--- config.mk ---
export PLATFORM = sky130hd
export DESIGN_NAME = fpu_sequencer
export DESIGN_NICKNAME = d
export VERILOG_FILES = /design/src/rtl/fpu_sequencer.sv
export SDC_FILE = /design/constraint.sdc
export NUM_CORES = 1
export LEC_CHECK = 0
export CORE_UTILIZATION = 30
export CTS_BUF_LIST = sky130_fd_sc_hd__clkbuf_8
export DETAILED_ROUTE_END_ITERATION = 6
export HOLD_SLACK_MARGIN = 0.1
export PLACE_DENSITY = 0.6
export SLEW_MARGIN = 40
export SYNTH_ARGS = -nofsm -noshare
export SYNTH_HDL_FRONTEND = slang
export SYNTH_SLANG_ARGS = --single-unit
export TNS_END_PERCENT = 30
--- constraint.sdc ---
create_clock -name clk -period 2 [get_ports clk]
set_input_delay 0.4 -clock clk [delete_from_list [all_inputs] [get_ports clk]]
set_output_delay 0.4 -clock clk [all_outputs]
set_load 0.01 [all_outputs]
--- src/rtl/fpu_sequencer.sv ---
// rtl/fpu_sequencer.sv - bfloat16 float-op sequencer driving a shared fixed-latency core
// Accepts one op at a time, sequences divide as reciprocal then multiply, holds result for writeback.
module fpu_sequencer #(
    parameter int ADD_LAT = 2,
    parameter int MUL_LAT = 3,
    parameter int RCP_LAT = 4
) (
    input  logic        clk,
    input  logic        reset,
    input  logic        req_valid,
    output logic        req_ready,
    input  logic [2:0]  req_op,
    input  logic [3:0]  req_dest,
    input  logic [15:0] req_a,
    input  logic [15:0] req_b,
    output logic        core_go,
    output logic [1:0]  core_sel,
    output logic [15:0] core_a,
    output logic [15:0] core_b,
    input  logic [15:0] core_result,
    output logic        wb_valid,
    input  logic        wb_ready,
    output logic [3:0]  wb_dest,
    output logic [15:0] wb_data,
    output logic        busy,
    output logic [3:0]  busy_dest,
    output logic        err,
    output logic        div0
);

    typedef enum logic [2:0] {
        S_IDLE,
        S_ISSUE,
        S_WAIT,
        S_DIV2,
        S_WB,
        S_ERR
    } state_t;

    localparam logic [2:0] OP_MUL = 3'd2;
    localparam logic [2:0] OP_RCP = 3'd3;
    localparam logic [2:0] OP_DIV = 3'd4;

    localparam int CW = 8;
    // The go cycle is the first core cycle, so the wait count is one short of the latency.
    localparam logic [CW-1:0] ADD_M1  = CW'(ADD_LAT - 1);
    localparam logic [CW-1:0] MUL_M1  = CW'(MUL_LAT - 1);
    localparam logic [CW-1:0] RCP_M1  = CW'(RCP_LAT - 1);
    localparam logic [CW-1:0] RCP_FUL = CW'(RCP_LAT);

    state_t         state_q, state_d;
    logic [2:0]     op_q, op_d;
    logic [3:0]     dest_q, dest_d;
    logic [15:0]    a_q, a_d;
    logic [15:0]    b_q, b_d;
    logic [CW-1:0]  cnt_q, cnt_d;
    logic           phase2_q, phase2_d;
    logic [15:0]    res_q, res_d;

    logic           is_div;
    logic           is_recip;
    logic           zero_div;
    logic           div_first;
    logic [CW-1:0]  lat_m1;
    logic [CW-1:0]  capture_at;

    always_comb begin
        is_div     = (op_q == OP_DIV);
        is_recip   = (op_q == OP_RCP) || is_div;
        zero_div   = is_recip && (b_q[14:7] == 8'h00);
        div_first  = is_div && !phase2_q;
        lat_m1     = (op_q == OP_MUL) ? MUL_M1 : (is_recip ? RCP_M1 : ADD_M1);
        // First divide phase waits one extra turnaround cycle after the reciprocal lands.
        capture_at = div_first ? CW'(2) : CW'(1);
    end

    always_comb begin
        state_d   = state_q;
        op_d      = op_q;
        dest_d    = dest_q;
        a_d       = a_q;
        b_d       = b_q;
        cnt_d     = cnt_q;
        phase2_d  = phase2_q;
        res_d     = res_q;
        req_ready = 1'b0;
        core_go   = 1'b0;
        core_sel  = 2'd0;
        core_a    = a_q;
        core_b    = b_q;
        wb_valid  = 1'b0;
        err       = 1'b0;
        div0      = 1'b0;

        case (state_q)
            S_IDLE: begin
                req_ready = 1'b1;
                phase2_d  = 1'b0;
                if (req_valid) begin
                    op_d    = req_op;
                    dest_d  = req_dest;
                    a_d     = req_a;
                    b_d     = req_b;
                    state_d = (req_op > OP_DIV) ? S_ERR : S_ISSUE;
                end
            end
            S_ISSUE: begin
                if (zero_div) begin
                    div0    = 1'b1;
                    res_d   = {(is_div ? (a_q[15] ^ b_q[15]) : b_q[15]), 8'hFF, 7'h00};
                    state_d = S_WB;
                end else begin
                    core_go  = 1'b1;
                    core_sel = is_recip ? 2'd3 : op_q[1:0];
                    cnt_d    = is_div ? RCP_FUL : lat_m1;
                    state_d  = S_WAIT;
                end
            end
            S_WAIT: begin
                cnt_d = cnt_q - CW'(1);
                if (cnt_q == capture_at) begin
                    res_d = core_result;
                end
                if (cnt_q == CW'(1)) begin
                    state_d = div_first ? S_DIV2 : S_WB;
                end
            end
            S_DIV2: begin
                core_go  = 1'b1;
                core_sel = 2'd2;
                core_b   = res_q;
                cnt_d    = MUL_M1;
                phase2_d = 1'b1;
                state_d  = S_WAIT;
            end
            S_WB: begin
                wb_valid = 1'b1;
                if (wb_ready) begin
                    state_d = S_IDLE;
                end
            end
            S_ERR: begin
                err     = 1'b1;
                state_d = S_IDLE;
            end
            default: begin
                state_d = S_IDLE;
            end
        endcase
    end

    always_ff @(posedge clk) begin
        if (reset) begin
            state_q  <= S_IDLE;
            op_q     <= 3'd0;
            dest_q   <= 4'd0;
            a_q      <= 16'd0;
            b_q      <= 16'd0;
            cnt_q    <= '0;
            phase2_q <= 1'b0;
            res_q    <= 16'd0;
        end else begin
            state_q  <= state_d;
            op_q     <= op_d;
            dest_q   <= dest_d;
            a_q      <= a_d;
            b_q      <= b_d;
            cnt_q    <= cnt_d;
            phase2_q <= phase2_d;
            res_q    <= res_d;
        end
    end

    assign busy      = (state_q != S_IDLE);
    assign busy_dest = dest_q;
    assign wb_dest   = dest_q;
    assign wb_data   = res_q;

endmodule

Yosys cells after proc, flatten, opt, wreduce, memory -nomap -nowiden:

Cells that the tools add are included.

* input bits: 59
* word-level logic and storage cells: 70
* register bits after elaboration: 67

* reductions and logical operators: 14
* magnitude comparators: 1
* mux-type cells: 29
* bitwise logic cells: 1
* add/sub/neg operators: 1
* equal/unequal tests: 16

Operators by type and width (count)
* $mux 16: 3
* $pmux 16 s2: 1
* $pmux 8 s3: 1
* $mux 3: 7
* $pmux 3 s5: 1
* $eq 3x2->1 const B: 4
* $ne 2x2->1 const B: 6
* $mux 2: 5
* $eq 3x3->1 const B: 3
* $eq 8x1->1 const B: 1
* $eq 8x2->1: 1
* $logic_not 8->1: 1
* $mux 8: 1
* $sub 8x1->8 const B: 1
* $mux 1: 7
* $reduce_and 3->1: 2
* $reduce_bool 3->1: 2
* $pmux 1 s2: 2
* $pmux 2 s2: 1
* $reduce_and 2->1: 2
* $reduce_bool 2->1: 2
* $eq 3x1->1 const B: 1
* $gt 3x3->1 const B: 1
* $logic_not 3->1: 1
* other kinds (4): 5

Depth between registers and ports, before layout:

* word-level depth: 7
* gate-level depth with buffers: 7

Least setup slack after synthesis:

OpenSTA, ideal clock, no wires.

* kind: register -> output
* start point: register op_q[2]
* end point: output port core_sel[1]
* path slack: 0.216 ns
* arrival: 1.384 ns
* data required time: 1.600 ns
* buffers on the path: 1
* cell stages (with the launch flop): 6
* cells stage by stage: dfxtp_1 -> buf_2 -> and3b_1 -> o211a_1 -> nand2b_1 -> o21ai_0

* word-level cells in the longest chain between the ends: 5
* elaborated cells on any way between the ends: 7

RTL lines
* start: declaration: line 52 `logic [2:0] op_q, op_d;`
* start signal: assignment: line 164 `op_q <= op_d;`
* $eq 3x2->1 or $eq 3x3->1 (tied branches): line 69, 68
* $logic_or 1x1->1 *: line 69 `is_recip = (op_q == OP_RCP) || is_div;`
* $mux 2 or $logic_and 1x1->1 (tied branches): line 114, 70
* $mux 2 *: line 108 `if (zero_div) begin`
* $pmux 2 s2 *: line 95 `case (state_q)`
* end: declaration: line 17 `output logic [1:0] core_sel,`

Mark *: on every way between the ends. The rest lies on a longest branch, timed or not.

Final worst setup path:

* start point: register state_q[2]
* end point: output port core_b[7]

* word-level cells in the longest chain between the ends: 2

RTL lines
* start: declaration: line 51 `state_t state_q, state_d;`
* start signal: assignment: line 163 `state_q <= state_d;`
* $eq 3x2->1: line 95
* $mux 16: line 95
* end: declaration: line 19 `output logic [15:0] core_b,`

Every way passes these cells.

==> results.toml <==
[sta]
hold_viol = 0
relSlewSlack_pct = 58.6
fmax_mhz = 511
setup_viol = 0
finalCriticalPeriod_ps = 1960
fin_crit_sh_pct = 97.8
worst_pin_slew_ps = 617
finalMaxSlewViolations = 0
skew_ps = 10.5
rsz0062_at_grt = "yes"

[place]
gp_congestion = 0.811
dp_hpwl_mm = 7.11
portBuffers = 122
placedCellCount = 674

[clock_network]
htreeDepth = 3
cts.sinks = 67
clkTransAtPathRegs_ps = 80
worstSkewPairLatency_ps = 340
cts_made_buffers = 9
cts_root_buffer = "clkbuf_8"
cts_hold_buf = 0
cts_tree = "done"
cts.path.max_buffers = 2

[route]
ant_nets = 0
wl_per_cell_um = 14.4
first_pass_iters = 7
initialDrtViolationCount = 116
vias = 3331
drc = 0
viasPerCell = 4.79
routed_wl_mm = 10.0

[worst_setup_path]
worstPathArrival_ps = 1560
cp-endpoint = "core_b[7]"
cpPeakStageDelay_ps = 400
crit_fanout = 9
path_class = "register to output pin"
cp_num_buf_inv = 2
crit_required_ps = 1600
cpMostUsedCell = "nand2_1"
cp-end-kind = "output pin"
r2r_start = "op_q[0]"
worstSetupStartpoint = "state_q[2]"
cp_slowest_cell = "dfxtp_4"
r2r_end = "wb_data[10]"
cp_top_family = "buffers and inverters"
ff2ff_path_depth = 6
cp_cell_sequence = "and3b_2 > buf_4 > nand2_1 > nand2_1 > dlygate4sd2_1"
cp_num_cells = 5
start_kind = "register"
rrSetupSlack_ps = 170

[synthesis]
yosys.cell_types.count = 46
synth_area_leader_cell = "dfxtp_1"
syn_area_per_cell_um2 = 7.65
syn_inst = 416
ys_ff_latch = 67
synth_area_leaders = "dfxtp_1, nand2_1, a21oi_1"
synth_top_cell_area_share_pct = 42.2
async_flop_share_pct = 0
syn_area_mm2 = 0.00318
ys.warnings.count = 0
syn-num-nets = 477
synth_edf_count = 0
synthFlopType = "dfxtp_1"
synth_seq_area_share_pct = 42.2

[power]
powerDensity_mw_per_mm2 = 1060
power_switching_mw = 1.79
p_leak_nw = 2.08
power.total_mw = 5.38
p_clk_share_pct = 28.1
p_int_mw = 3.58
seq_power_share_pct = 32.8
p_comb_share_pct = 39.1
vdd_drop_max_mv = 0.462
swShare_pct = 33.4

[layout]
areaGrowthSynthToFinish_pct = 59.0
diodes = 0
fin_cells = 695
mostFrequentLayoutCell = "nand2_1"
drive_gt1_share_pct = 18.2
final_cell_mix = "nand2_1, clkdlybuf4s50_1, dfxtp_1"
nNetsFinal = 616

[grt]
grt-ovfl-total = 0
grt.total_usage_pct = 18.6
grt_pass1_vias = 3306
grt_max_degree = 59
antenna_found_initial = 0
grt_pass1_wl_mm = 16.2

[die]
die_area_mm2 = 0.0110
rows = 37
ioPinCount = 123
die_w_um = 105
die_h_um = 105
start_util_pct = 30.8
core_mm2 = 0.0103

[flow_run]
max_cap_violations = 0

[run_status]
status = "finished, final reports clean"

[worst_hold_path]
hold_path_class = "input port to register"
kinds of logic (layout without fill, tap and decap cells):
family          count (synthesis)  in the layout  share of synthesized area, %
compound gates                 90             90                          18.5
buf+inv                        49            192                          7.28
fa+ha+maj                       2              2                         0.787
mux                             5              5                          1.57
simple gates                  201            201                          29.1
xor+xnor                        2              2                         0.551
flops                          67             67                          42.2
synth_stat cells, types with 2 or more instances:
master	instances
a21oi_1	48
and2_1	4
and3_1	2
and3b_1	2
buf_2	8
buf_4	6
buf_6	2
clkbuf_1	20
dfxtp_1	67
ha_1	2
inv_1	12
mux2i_1	5
nand2_1	143
nand2b_1	6
nand3_1	6
nor2_1	6
nor2b_1	3
nor3_1	9
nor3b_1	6
nor4_1	2
o2111ai_1	3
o211ai_1	5
o21ai_0	9
o221a_1	2
o221a_2	6
o22ai_1	3
o32ai_1	7
or3_1	3
xnor2_1	2
repair_timing:
item / 4_1_cts / 5_1_grt
cloned: 1 / 0
setup buffers: 3 / 2
pin swaps: 3 / 2
endpoints found under the setup margin: 24 / 19
gates resized for setup: 63 / 23
worst min path at each step:
stage,startpoint,end,slack [ps],depth (start not counted)
CTS,reset,state_q[1],410,3
global route,reset,state_q[1],450,3
detailed placement,core_a[9],core_a[9],450,2
finish,reset,state_q[1],420,3
global placement,core_a[14],core_a[14],440,2
floorplan,b_q[0],b_q[0],440,2
state kept, by name, summed over array words and instances (netlist names):
name	flops
busy_dest	4
core_a	16
b_q	16
phase2_q	1
wb_data	16
op_q	3
cnt_q	8
state_q	3
cell type report:
cell class	count	area (um^2)
Clock buffer	9	124
Clock inverter	6	138
Fill cell	1023	5270
Inverter	13	48.8
Multi-Input combinational cell	300	1670
Sequential cell	67	1360
Tap cell	136	170
Timing Repair Buffer	164	1550
power groups by stage:
stage                     Clock, mW  Sequential (mW)  Combinational, mW
after floorplan                   0             1.76               1.10
after global placement            0             1.75               2.06
after detailed placement          0             1.76               2.08
after CTS                      1.53             1.76               2.11
after global routing           1.58             1.80               2.32
final                          1.51             1.77               2.10
layer usage:
metal | share of wire (%) | GRT usage, % | vias up
li1 | - | - | 1682
met1 | 43 | 22.0 | 1536
met2 | 48 | 31.5 | 101
met3 | 7.3 | 5.61 | 12
met4 | 1.3 | 6.84 | 0
met5 | 0 | 0 | -
per-stage QoR:
stage / utilization [%] / hold WS (ps) / setup slack, ps / TNS (ps) / area [um^2]
floorplan: - / 437 / 216 / 0 / 3180
global placement: 45.6 / 441 / -102 / -142 / 4700
detailed placement: 45.6 / 446 / -125 / -192 / 4700
CTS: 49.0 / 413 / -88.6 / -299 / 5060
global route: 49.0 / 448 / -33.1 / -79.4 / 5060
finish: 49.0 / 421 / 43.6 / 0 / 5060
worst register-to-register path, delay by kind of cell (launching register included):
family | cells | cell delay [ps]
simple gates | 1 | 350
mux | 1 | 160
buf+inv | 2 | 310
compound gates | 2 | 560
flops | 1 | 340
Note: power is estimated with default switching activity, not from simulation.
